--- config.mk ---
export PLATFORM = sky130hd
export DESIGN_NAME = pipe_rca_add
export DESIGN_NICKNAME = d
export VERILOG_FILES = /design/src/rtl/pipe_rca_add.sv
export SDC_FILE = /design/constraint.sdc
export NUM_CORES = 1
export LEC_CHECK = 0
export CAP_MARGIN = 30
export CORE_ASPECT_RATIO = 0.9
export CORE_MARGIN = 5
export CORE_UTILIZATION = 52
export CTS_CLUSTER_SIZE = 40
export DETAILED_ROUTE_END_ITERATION = 6
export HOLD_SLACK_MARGIN = 0.08
export PLACE_DENSITY = 0.84
export SETUP_SLACK_MARGIN = 0.5
export SLEW_MARGIN = 15
export SYNTH_ARGS = -nofsm -noshare
export SYNTH_HDL_FRONTEND = slang
export SYNTH_SLANG_ARGS = --single-unit
export TNS_END_PERCENT = 5
--- constraint.sdc ---
create_clock -name clk -period 2.8 [get_ports clk]
set_input_delay 0.42 -clock clk [delete_from_list [all_inputs] [get_ports clk]]
set_output_delay 0.42 -clock clk [all_outputs]
set_load 0.05 [all_outputs]
--- src/rtl/pipe_rca_add.sv ---
// Pipelined, width-generic ripple-carry add/subtract with valid/ready handshake.
// The carry chain is cut into STAGES segments; unprocessed operand bits travel alongside.
module pipe_rca_add #(
    parameter int unsigned WIDTH  = 9,
    parameter int unsigned STAGES = 3
) (
    input  logic             clk,
    input  logic             rst_n,
    input  logic             in_valid,
    output logic             in_ready,
    input  logic [WIDTH-1:0] a,
    input  logic [WIDTH-1:0] b,
    input  logic             cin,
    input  logic             sub,
    output logic             out_valid,
    input  logic             out_ready,
    output logic [WIDTH-1:0] sum,
    output logic             cout,
    output logic             ovf,
    output logic             ovf_sticky,
    input  logic             clr_ovf
);

    localparam int unsigned SEG = (WIDTH + STAGES - 1) / STAGES;

    logic [WIDTH-1:0]  a_q [STAGES];
    logic [WIDTH-1:0]  b_q [STAGES];
    logic [WIDTH-1:0]  s_q [STAGES];
    logic [STAGES-1:0] c_q;
    logic [STAGES-1:0] ov_q;
    logic [STAGES-1:0] v_q;

    logic [WIDTH-1:0]  a_d [STAGES];
    logic [WIDTH-1:0]  b_d [STAGES];
    logic [WIDTH-1:0]  s_d [STAGES];
    logic [STAGES-1:0] c_d;
    logic [STAGES-1:0] ov_d;
    logic [STAGES-1:0] v_d;

    logic en;

    // Ripple the bits owned by segment k; returns {ovf, carry, sum}.
    function automatic logic [WIDTH+1:0] add_seg(
        input int unsigned      k,
        input logic [WIDTH-1:0] pa,
        input logic [WIDTH-1:0] pb,
        input logic [WIDTH-1:0] ps,
        input logic             pc,
        input logic             pov
    );
        logic [WIDTH-1:0] s;
        logic             c;
        logic             cn;
        logic             ov;
        s  = ps;
        c  = pc;
        ov = pov;
        cn = 1'b0;
        for (int unsigned i = 0; i < WIDTH; i++) begin
            if (i / SEG == k) begin
                s[i] = pa[i] ^ pb[i] ^ c;
                cn   = (pa[i] & pb[i]) | (c & (pa[i] ^ pb[i]));
                if (i == WIDTH - 1) begin
                    ov = c ^ cn;
                end
                c = cn;
            end
        end
        return {ov, c, s};
    endfunction

    assign en       = !out_valid || out_ready;
    assign in_ready = en;

    // Next value of every stage register: stage 0 from the ports, stage k from stage k-1.
    always_comb begin
        logic [WIDTH+1:0] r;
        logic [WIDTH-1:0] bp;
        bp      = sub ? ~b : b;
        r       = add_seg(0, a, bp, '0, sub | cin, 1'b0);
        a_d[0]  = a;
        b_d[0]  = bp;
        s_d[0]  = r[WIDTH-1:0];
        c_d[0]  = r[WIDTH];
        ov_d[0] = r[WIDTH+1];
        v_d[0]  = in_valid;
        for (int unsigned k = 1; k < STAGES; k++) begin
            r       = add_seg(k, a_q[k-1], b_q[k-1], s_q[k-1], c_q[k-1], ov_q[k-1]);
            a_d[k]  = a_q[k-1];
            b_d[k]  = b_q[k-1];
            s_d[k]  = r[WIDTH-1:0];
            c_d[k]  = r[WIDTH];
            ov_d[k] = r[WIDTH+1];
            v_d[k]  = v_q[k-1];
        end
    end

    // Data only loads with a valid slot, so outputs keep the last result across bubbles.
    always_ff @(posedge clk or negedge rst_n) begin
        if (!rst_n) begin
            for (int unsigned k = 0; k < STAGES; k++) begin
                a_q[k] <= '0;
                b_q[k] <= '0;
                s_q[k] <= '0;
            end
            c_q  <= '0;
            ov_q <= '0;
            v_q  <= '0;
        end else if (en) begin
            v_q <= v_d;
            for (int unsigned k = 0; k < STAGES; k++) begin
                if (v_d[k]) begin
                    a_q[k]  <= a_d[k];
                    b_q[k]  <= b_d[k];
                    s_q[k]  <= s_d[k];
                    c_q[k]  <= c_d[k];
                    ov_q[k] <= ov_d[k];
                end
            end
        end
    end

    assign out_valid = v_q[STAGES-1];
    assign sum       = s_q[STAGES-1];
    assign cout      = c_q[STAGES-1];
    assign ovf       = ov_q[STAGES-1];

    // Sticky overflow: a handed-off overflow beats a same-cycle clear.
    always_ff @(posedge clk or negedge rst_n) begin
        if (!rst_n) begin
            ovf_sticky <= 1'b0;
        end else if (out_valid && out_ready && ovf) begin
            ovf_sticky <= 1'b1;
        end else if (clr_ovf) begin
            ovf_sticky <= 1'b0;
        end
    end

endmodule
==> qor.txt, run 1 <==
Required arrival time at the worst endpoint = 2.99 ns
Worst hold path type = flip-flop to flip-flop
Diodes inserted = 0
Net switching power = 1.08 mW
Startpoint type of the worst setup path = input port
Reg clk slew, reported paths = 0.08 ns
Die Footprint = 5460 µm²
Average wire length per cell after detail routing = 14.4 µm
Post-route setup TNS = 0 ns
Post-Synth Simple-Gate Area = 0.0313
Total global routing overflow = 0
DRC marker count from the first detailed-route iteration = 61
Maximum vdd ir drop = 0.000439 V
Leakage power total = 1.30 nW
Min-Delay Startpoint = v_q[1]
Overall routing resource usage = 0.140
Maximum buffer depth of the clock tree = 2
Internal power = 1.77 mW
Syn_nets = 178
Worst slew margin = 0.662
Number of slew-limit violations in the final report = 0
H-tree Lvls = 2
Share of the synthesized netlist area taken by xor and xnor gates = 0.0413
Mux cell area share after synthesis = 0.241
Setup violation total in the final timing report = 0
Clock root buffer = sky130_fd_sc_hd__clkbuf_8
Setup CP Type = input port to flip-flop
Height of the die = 70.6 µm
Number of nets in the layout = 221
Worst slack on hold paths = 0.495 ns
Average size of a mapped cell = 14.7 µm²
DR pass1 iterations = 3
HPWL after DPL = 2610 µm
Number of register bits inferred by synthesis = 44
Standard-cell rows = 22
Core region area = 4020 µm²
Busiest metal layer after global routing = met2
Worst setup startpoint = cin
Number of buffers created by CTS = 5
Run status = complete, no violations
Relative contribution of sequential cells to total power = 0.376
Vias per cell = 4.83
Via count of the first global-routing pass = 1,262
Initial Utilization = 0.528
Cell type with the highest aggregate area in the netlist = sky130_fd_sc_hd__dfrtp_1
Warnings from Yosys = 0
Part of the Yosys area used for sequential elements = 0.519
Worst-Margin Slew = 0.509 ns
Setup repair after global routing missed its margin = false
Synthesized netlist cell count = 144
Proportion of power drawn by the clock network = 0.140
Synth Area in Compound Gates = 0.00708
Placer Congestion = 0.700
Share of total power in combinational logic = 0.485
Placement-stage cell area = 2500 µm²
Netlist cell types = 20
Final hold viol count = 0
Via count = 1,139
Number of placed I/O pins = 39
Met2 routing resource usage after global routing = 0.225
CTS tree = built
Post-CTS setup repair buffer count = 0
Antenna-violating nets left = 0
Final Cell Area = 2640 µm²
Max Clk Rate = 452 MHz
Switching share of power = 0.379
First-pass GRT wire length = 5930 µm
Synth top area share = 0.519
Crit path capture type = flip-flop
Count of input and output buffers = 38
Fraction of final layout cells with drive strength greater than 1 = 0.255
Largest fanout on the critical path = 1
Power Density = 1080 nW/µm²
Largest net degree at the start of global routing = 45
Number of remaining DRC errors = 0
Top post-synthesis cells by area = sky130_fd_sc_hd__dfrtp_1 52%, sky130_fd_sc_hd__mux2_4 13%, sky130_fd_sc_hd__fa_1 8.5%
Met1 usage = 0.174
Antenna violations before repair = 0
Adder and majority gate portion of the synthesized area = 0.0850
Final Critical Period = 2.21 ns
Final setup skew = 0.00944 ns
Sinks on Clock Net = 44
Clock Latency Late Sink = 0.29 ns
Arrival time of the worst setup path = 2.40 ns
Die span in x = 77.3 µm
Met3 track utilization from global routing = 0.0407
Maximum capacitance violations = 0
Dominant combinational cell family by area after synthesis = multiplexers
P&R area growth vs syn = 24.4%
Worst reg2reg path startpoint = c_q[1]
Cell area after synthesis = 2120 µm²
Share of the clock period used by the worst path = 0.791
Total Routed Length = 3400 µm
[cells in the mapped netlist]
master and n:
sky130_fd_sc_hd__dfrtp_1 44, sky130_fd_sc_hd__inv_1 26, sky130_fd_sc_hd__mux2_4 19, sky130_fd_sc_hd__mux2_2 12, sky130_fd_sc_hd__fa_1 9, sky130_fd_sc_hd__mux2i_1 9
sky130_fd_sc_hd__xor2_1 6, sky130_fd_sc_hd__xnor2_1 4, sky130_fd_sc_hd__o21ai_0 3, sky130_fd_sc_hd__buf_6 2, sky130_fd_sc_hd__buf_12 1, sky130_fd_sc_hd__buf_2 1
sky130_fd_sc_hd__buf_8 1, sky130_fd_sc_hd__nand2_1 1, sky130_fd_sc_hd__nand2_2 1, sky130_fd_sc_hd__nand2_4 1, sky130_fd_sc_hd__nand2_8 1, sky130_fd_sc_hd__nand2b_4 1
sky130_fd_sc_hd__nand3_1 1, sky130_fd_sc_hd__or2_2 1
[through the flow]
step	setup slack [ns]	instances	total power, mW	utilization
2_1_floorplan	0.510	144	2.11	-
3_3_place_gp	0.204	226	2.42	0.622
3_5_place_dp	0.0916	226	2.48	0.622
4_1_cts	0.421	234	2.89	0.644
5_1_grt	0.534	236	3.05	0.656
6_report	0.586	236	2.85	0.656
[timing repair]
item | in CTS | in global routing
resized for setup | 1 | 6
pin swaps | 0 | 1
endpoints found under the setup margin | 3 | 2
hold buffers | 0 | 1
endpoints found under the hold margin | 0 | 9
[final cells by class]
type                            instances  area, µm²
Clock buffer                            8       90.1
Sequential cell                        44       1100
Fill cell                             283       1380
Multi-Input combinational cell         69        872
Inverter                               26       97.6
Tap cell                               48       60.1
Timing Repair Buffer                   41        417
[registers in the layout, indices dropped and copies added, names as in the netlist]
name and flops:
a_d 9, c_q 3, ov_q 1, v_q 3
sum 9, s_d 9, b_d 9, ovf_sticky 1
[worst paths after layout]
kind,end,slack (ns),depth (start not counted)
worst max-delay path,s_d[11],0.59,8
worst min-delay path,v_q[2],0.50,2
worst max register to register,ov_q[2],0.72,8
worst min register to register,v_q[2],0.50,2
max in group asynchronous,a_d[16],1.83,3
min in group asynchronous,a_d[8],0.52,2
[worst max-delay path, cell delays in order]
cell and delay, ns:
sky130_fd_sc_hd__clkdlybuf4s50_1 0.41, sky130_fd_sc_hd__or2_4 0.26, sky130_fd_sc_hd__fa_2 0.36, sky130_fd_sc_hd__inv_2 0.07
sky130_fd_sc_hd__fa_1 0.15, sky130_fd_sc_hd__inv_1 0.05, sky130_fd_sc_hd__fa_1 0.42, sky130_fd_sc_hd__mux2_2 0.26
[layout by cell type, fill, tap and decap left out, types with 2 or more instances in the layout]
| cell type | instances |
|---|---|
| sky130_fd_sc_hd__clkbuf_1 | 2 |
| sky130_fd_sc_hd__clkbuf_8 | 6 |
| sky130_fd_sc_hd__clkdlybuf4s50_1 | 34 |
| sky130_fd_sc_hd__dfrtp_1 | 44 |
| sky130_fd_sc_hd__dlymetal6s2s_1 | 2 |
| sky130_fd_sc_hd__fa_1 | 8 |
| sky130_fd_sc_hd__inv_1 | 25 |
| sky130_fd_sc_hd__mux2_2 | 12 |
| sky130_fd_sc_hd__mux2_4 | 19 |
| sky130_fd_sc_hd__mux2i_1 | 9 |
| sky130_fd_sc_hd__o21ai_0 | 3 |
| sky130_fd_sc_hd__xnor2_1 | 4 |
| sky130_fd_sc_hd__xor2_1 | 5 |
[per-layer routing]
| layer | wire (µm) | vias up |
|---|---|---|
| met4 | 72 | 0 |
| li1 | - | 540 |
| met5 | 0 | - |
| met3 | 236 | 7 |
| met2 | 1700 | 36 |
| met1 | 1400 | 556 |
[power by group through the flow]
stage	clock network, mW	logic (mW)	registers, mW
floorplan	0	0.735	1.37
global placement	0	1.35	1.07
detailed placement	0	1.39	1.09
CTS	0.415	1.40	1.08
global route	0.441	1.49	1.11
finish	0.398	1.38	1.07
[cell families (layout without fill, tap and decap cells)]
| family | after synthesis | in the layout |
|---|---|---|
| xor+xnor | 10 | 10 |
| fa+ha+maj | 9 | 9 |
| mux | 40 | 40 |
| flops | 44 | 44 |
| buf+inv | 31 | 75 |
| simple gates | 7 | 7 |
| compound gates | 3 | 3 |
(Power assumes the default switching activity.)
==> inputs of run 2 (changes only) <==
--- a/config.mk
+++ b/config.mk
@@ -8,11 +8,11 @@
 export CAP_MARGIN = 30
 export CORE_ASPECT_RATIO = 0.9
 export CORE_MARGIN = 5
-export CORE_UTILIZATION = 52
+export CORE_UTILIZATION = 47
 export CTS_CLUSTER_SIZE = 40
 export DETAILED_ROUTE_END_ITERATION = 6
 export HOLD_SLACK_MARGIN = 0.08
-export PLACE_DENSITY = 0.84
+export PLACE_DENSITY = 0.81
 export SETUP_SLACK_MARGIN = 0.5
 export SLEW_MARGIN = 15
 export SYNTH_ARGS = -nofsm -noshare
==> constraint.sdc (replaced) <==
create_clock -name clk -period 1.8 [get_ports clk]
set_input_delay 0.27 -clock clk [delete_from_list [all_inputs] [get_ports clk]]
set_output_delay 0.27 -clock clk [all_outputs]
set_load 0.05 [all_outputs]
==> run 2 against run 1 <==
Compared with the run above: the flow now finishes with violations (negative setup slack); clock power is 100% higher; non-clock buffer count is 5 higher; cell count is 8.1% higher; first-iteration DRC count is 54% lower; critical path type is now flip-flop to flip-flop.
==> qor.txt, run 2 (synthesis results as in run 1) <==
Run status = complete, but fails checks
Violated checks = negative setup slack
Core region area = 4400 µm²
Initial Utilization = 0.482
Largest fanout on the critical path = 2
Vias per cell = 4.56
Top library cells by usage in the layout, fill and taps aside = 44 x sky130_fd_sc_hd__dfrtp_1, 21 x sky130_fd_sc_hd__mux2_4, 19 x sky130_fd_sc_hd__inv_1
Length of routed wiring on met1 = 1410 µm
Sinks on Clock Net = 44
Number of nets in the layout = 226
Via count = 1,163
HPWL after DPL = 2870 µm
DRC marker count from the first detailed-route iteration = 28
Fraction of final layout cells with drive strength greater than 1 = 0.440
Maximum buffer depth of the clock tree = 2
Overall routing resource usage = 0.139
Count of input and output buffers = 38
Setup repair after global routing missed its margin = true
DR pass1 iterations = 3
Final Cell Area = 2710 µm²
R2R setup slack = -0.12 ns
Final Critical Period = 1.92 ns
Power Density = 1750 nW/µm²
Worst hold path type = input port to flip-flop
Number of buffers created by CTS = 5
Number of slew-limit violations in the final report = 0
Maximum capacitance violations = 0
Diodes inserted = 0
Crit path largest cell delay = 0.38 ns
Uppermost signal routing layer after detailed routing = met4
Arrival time of the worst setup path = 2.11 ns
Final hold viol count = 0
Leading cell type in the layout, fill and taps excluded = sky130_fd_sc_hd__dfrtp_1
Min-Delay Startpoint = out_ready
Antenna violations before repair = 0
Worst reg2reg path endpoint = ov_q[2]
Max Clk Rate = 521 MHz
P&R area growth vs syn = 27.7%
Required arrival time at the worst endpoint = 1.98 ns
Clock root buffer = sky130_fd_sc_hd__clkbuf_8
Crit path capture type = flip-flop
Setup slack after placement = -0.710 ns
Cell chain of the critical path = inv_2, fa_2, inv_2, fa_2, inv_2, fa_2, xnor2_1, mux2_4
H-tree Lvls = 2
Average wire length per cell after detail routing = 14.1 µm
Count of placed standard cells including taps = 246
Share of the clock period used by the worst path = 1.07
Worst reg2reg path startpoint = c_q[1]
Final setup skew = 0.00537 ns
Total power consumption of the routed design = 4.75 mW
Height of the die = 73.7 µm
Number of non-filler instances in the completed layout = 255
Routed met3 length = 177 µm
Total Routed Length = 3600 µm
Cell count of the worst hold path = 3
Worst slew margin = 0.830
Worst-Margin Slew = 0.253 ns
Die Footprint = 5960 µm²
Number of remaining DRC errors = 0
Largest net degree at the start of global routing = 45
Buffers plus inverters on the worst setup path = 3
Placer Congestion = 0.719
Standard-cell rows = 23
Fraction of the core area covered by cells at the end of the flow = 0.615
Worst setup startpoint = c_q[1]
Number of cells on the worst reg-to-reg path = 8
Total global routing overflow = 0
Top Family by Delay on Critical Path = adder cells
Setup violation total in the final timing report = 2
Cell with the biggest individual delay on the critical path = sky130_fd_sc_hd__fa_2
Hold-critical path endpoint = ovf_sticky
Number of placed I/O pins = 39
Via count of the first global-routing pass = 1,341
Maximum vdd ir drop = 0.000614 V
Post-CTS setup repair buffer count = 0
Reg clk slew, reported paths = 0.08 ns
Leakage power total = 1.34 nW
Startpoint type of the worst setup path = flip-flop
Clock Latency Late Sink = 0.30 ns
Final worst slack = -0.121 ns
Sum of met2 wire segment lengths after detailed routing = 1940 µm
Antenna-violating nets left = 0
CTS tree = built
Die span in x = 80.8 µm
First-pass GRT wire length = 6150 µm
Setup CP Type = flip-flop to flip-flop
Placement-stage cell area = 2580 µm²
==> run 2: power by group <==
group | internal, mW | switching [mW] | leakage, nW | total (mW)
combinational | 1.08 | 1.18 | 0.761 | 2.26
clock | 0.489 | 0.322 | 0.0645 | 0.811
sequential | 1.42 | 0.263 | 0.515 | 1.68
total | 2.98 | 1.77 | 1.34 | 4.75
==> run 2: how the worst max path moves through the flow <==
stage	endpoint	slack (ns)	cells after the start
floorplan	s_d[11]	-0.23	8
global placement	s_d[11]	-0.63	8
detailed placement	s_d[11]	-0.71	8
global route	ov_q[2]	-0.19	8
finish	ov_q[2]	-0.12	8
CTS	ov_q[2]	-0.14	8
==> run 2: cell type report <==
cell class,instances,area (µm²)
well taps,62,77.6
clock buffers,7,96.3
multi-input cells,69,902
fillers,332,1690
inverters,26,97.6
flip-flops and latches,44,1100
clock inverters,1,30.0
repair buffers,46,404
==> run 2: per-layer routing <==
layer,global-route usage,up-vias
met5,0,-
met4,0.0788,0
met3,0.0380,5
met2,0.242,25
met1,0.152,587
li1,-,546
==> run 2: tightest hold or removal path: stages <==
cell	delay, ns
sky130_fd_sc_hd__dlygate4sd2_1	0.22
sky130_fd_sc_hd__nand3_1	0.07
sky130_fd_sc_hd__o21ai_0	0.08
==> run 2: stage by stage <==
step                      hold slack, ns  TNS (ns)
after global routing               0.417    -0.309
after floorplan                  -0.0256    -0.534
final                              0.374    -0.130
after global placement             0.256     -1.74
after detailed placement           0.262     -2.04
after CTS                          0.377    -0.175
==> run 2: timing repair <==
action | in CTS | in global routing
endpoints found under the hold margin | 44 | 0
gates cloned | 0 | 0
pin swaps | 5 | 1
gates resized for setup | 40 | 7
setup endpoints to repair | 27 | 17
hold buffers | 1 | 0
==> inputs of run 3 (changes only) <==
--- a/config.mk
+++ b/config.mk
@@ -6,14 +6,12 @@
 export NUM_CORES = 1
 export LEC_CHECK = 0
 export CAP_MARGIN = 30
-export CORE_ASPECT_RATIO = 0.9
 export CORE_MARGIN = 5
-export CORE_UTILIZATION = 47
+export CORE_UTILIZATION = 30
 export CTS_CLUSTER_SIZE = 40
 export DETAILED_ROUTE_END_ITERATION = 6
 export HOLD_SLACK_MARGIN = 0.08
-export PLACE_DENSITY = 0.81
-export SETUP_SLACK_MARGIN = 0.5
+export PLACE_DENSITY = 0.58
 export SLEW_MARGIN = 15
 export SYNTH_ARGS = -nofsm -noshare
 export SYNTH_HDL_FRONTEND = slang
==> run 3 against run 2 <==
Compared with the run above: the run still ends with negative setup slack left; clock skew is 0.0021 ns higher; cell area rose by 0.37%; hold slack better by 0.090 ns; critical path depth did not move; non-clock buffer count shrank 1; largest power group unchanged.
==> qor.txt, run 3 (synthesis results as in run 1) <==
Leakage power total = 1.32 nW
First-pass GRT wire length = 5840 µm
Crit path capture type = flip-flop
Fraction of the core area covered by cells at the end of the flow = 0.398
Power Density = 1690 nW/µm²
Buffers plus inverters on the worst setup path = 3
Largest fanout on the critical path = 2
Standard-cell rows = 30
Number of slew-limit violations in the final report = 0
Critical path depth in cells = 8
Required arrival time at the worst endpoint = 1.98 ns
Leading cell type in the layout, fill and taps excluded = sky130_fd_sc_hd__dfrtp_1
R2R setup slack = -0.11 ns
Core region area = 6830 µm²
Placer Congestion = 0.696
Violated checks = negative setup slack
Vias per cell = 3.84
Sinks on Clock Net = 44
Number of remaining DRC errors = 0
Height of the die = 94.1 µm
Setup repair after global routing missed its margin = true
Worst setup path endpoint = ov_q[2]
Count of input and output buffers = 38
Overall routing resource usage = 0.0865
Top library cells by usage in the layout, fill and taps aside = 44 x sky130_fd_sc_hd__dfrtp_1, 21 x sky130_fd_sc_hd__inv_1, 20 x sky130_fd_sc_hd__mux2_4, 20 x sky130_fd_sc_hd__clkdlybuf4s50_1, 18 x sky130_fd_sc_hd__buf_4
Maximum buffer depth of the clock tree = 2
Initial Utilization = 0.310
Post-route setup TNS = -0.114 ns
HPWL after DPL = 2590 µm
Antenna-violating nets left = 0
Arrival time of the worst setup path = 2.10 ns
Die span in x = 94.1 µm
Average wire length per cell after detail routing = 11.7 µm
Antenna violations before repair = 0
Number of non-filler instances in the completed layout = 288
Number of buffers created by CTS = 5
Worst slack on hold paths = 0.465 ns
P&R area growth vs syn = 28.2%
Final hold viol count = 0
Share of the clock period used by the worst path = 1.06
Worst-Margin Slew = 0.681 ns
Total Routed Length = 3370 µm
Maximum vdd ir drop = 0.000407 V
Diodes inserted = 0
Run status = complete, but fails checks
Top Family by Delay on Critical Path = adder cells
Fraction of final layout cells with drive strength greater than 1 = 0.401
Total power consumption of the routed design = 4.59 mW
Reg clk slew, reported paths = 0.08 ns
Worst slew margin = 0.546
Worst reg2reg path startpoint = c_q[1]
Number of placed I/O pins = 39
Final Critical Period = 1.91 ns
DRC marker count from the first detailed-route iteration = 31
Clock Latency Late Sink = 0.29 ns
Cell with the biggest individual delay on the critical path = sky130_fd_sc_hd__fa_2
H-tree Lvls = 2
DR pass1 iterations = 2
Count of fill cells added during filler insertion = 687
Final worst slack = -0.114 ns
Clock root buffer = sky130_fd_sc_hd__clkbuf_8
Cell chain of the critical path = inv_2, fa_2, inv_2, fa_2, inv_2, fa_2, xnor2_1, mux2_4
Setup violation total in the final timing report = 1
Worst hold path type = input port to flip-flop
Worst setup startpoint = c_q[1]
Via count = 1,106
Maximum capacitance violations = 0
Count of placed standard cells including taps = 279
Crit path largest cell delay = 0.37 ns
Worst reg2reg path endpoint = ov_q[2]
Via count of the first global-routing pass = 1,154
Number of nets in the layout = 225
Post-CTS setup repair buffer count = 0
Number of cells on the worst reg-to-reg path = 8
Max Clk Rate = 523 MHz
Die Footprint = 8850 µm²
Largest net degree at the start of global routing = 31
Final setup skew = 0.00742 ns
CTS tree = built
Startpoint type of the worst setup path = flip-flop
Setup CP Type = flip-flop to flip-flop
Total global routing overflow = 0
[run 3: cell count changes in the layout (fill, tap and decap cells not counted), moves of 2 or more]
cell                              change
sky130_fd_sc_hd__buf_2                -6
sky130_fd_sc_hd__fa_2                 -3
sky130_fd_sc_hd__fa_1                 +3
sky130_fd_sc_hd__inv_1                +2
sky130_fd_sc_hd__clkbuf_8             -2
sky130_fd_sc_hd__buf_4                +4
sky130_fd_sc_hd__clkdlybuf4s50_1      +2
sky130_fd_sc_hd__inv_2                -2
[run 3: metal layers]
layer	up-vias	routed length, µm	GRT usage
met3	4	184	0.0280
li1	543	-	-
met2	28	1500	0.121
met4	0	51	0.0361
met5	-	0	0
met1	531	1630	0.122
[run 3: stage by stage]
stage	worst slack [ns]	cell area [µm²]
6_report	-0.114	2720
5_1_grt	-0.204	2720
4_1_cts	-0.126	2720
3_5_place_dp	-0.705	2590
3_3_place_gp	-0.676	2590
2_1_floorplan	-0.234	2140
[run 3: worst min-delay path by stage]
| stage | from | end | slack [ns] | cells past startpoint |
|---|---|---|---|---|
| 2_1_floorplan | rst_n | a_d[12] | -0.03 | 0 |
| 3_3_place_gp | rst_n | a_d[17] | 0.36 | 1 |
| 3_5_place_dp | rst_n | a_d[17] | 0.35 | 1 |
| 4_1_cts | sub | b_d[14] | 0.47 | 4 |
| 5_1_grt | sub | b_d[14] | 0.48 | 4 |
| 6_report | sub | b_d[14] | 0.46 | 4 |
[run 3: report_power, final]
part	total (mW)	switching (mW)	internal (mW)
Clock	0.728	0.316	0.412
Combinational	2.21	1.13	1.07
Sequential	1.66	0.245	1.42
[run 3: final cells by class]
cell class / count / area (µm²) / area share
Inverter: 26 / 97.6 / 0.0359
Clock buffer: 6 / 72.6 / 0.0267
Sequential cell: 44 / 1100 / 0.405
Multi-Input combinational cell: 69 / 886 / 0.326
Timing Repair Buffer: 45 / 407 / 0.150
Clock inverter: 2 / 35.0 / 0.0129
Tap cell: 96 / 120 / 0.0442
[run 3: tightest hold or removal path, cell delays in order]
cell and delay [ns]:
sky130_fd_sc_hd__buf_6 0.09, sky130_fd_sc_hd__buf_4 0.17, sky130_fd_sc_hd__xnor2_1 0.13, sky130_fd_sc_hd__mux2i_1 0.06
[run 3: timing repair]
item / 4_1_cts / 5_1_grt
gates resized for setup: 22 / 0
setup endpoints to repair: 6 / 7
hold endpoints to repair: 28 / 0
pin swaps: 4 / 4
hold buffers: 1 / 0
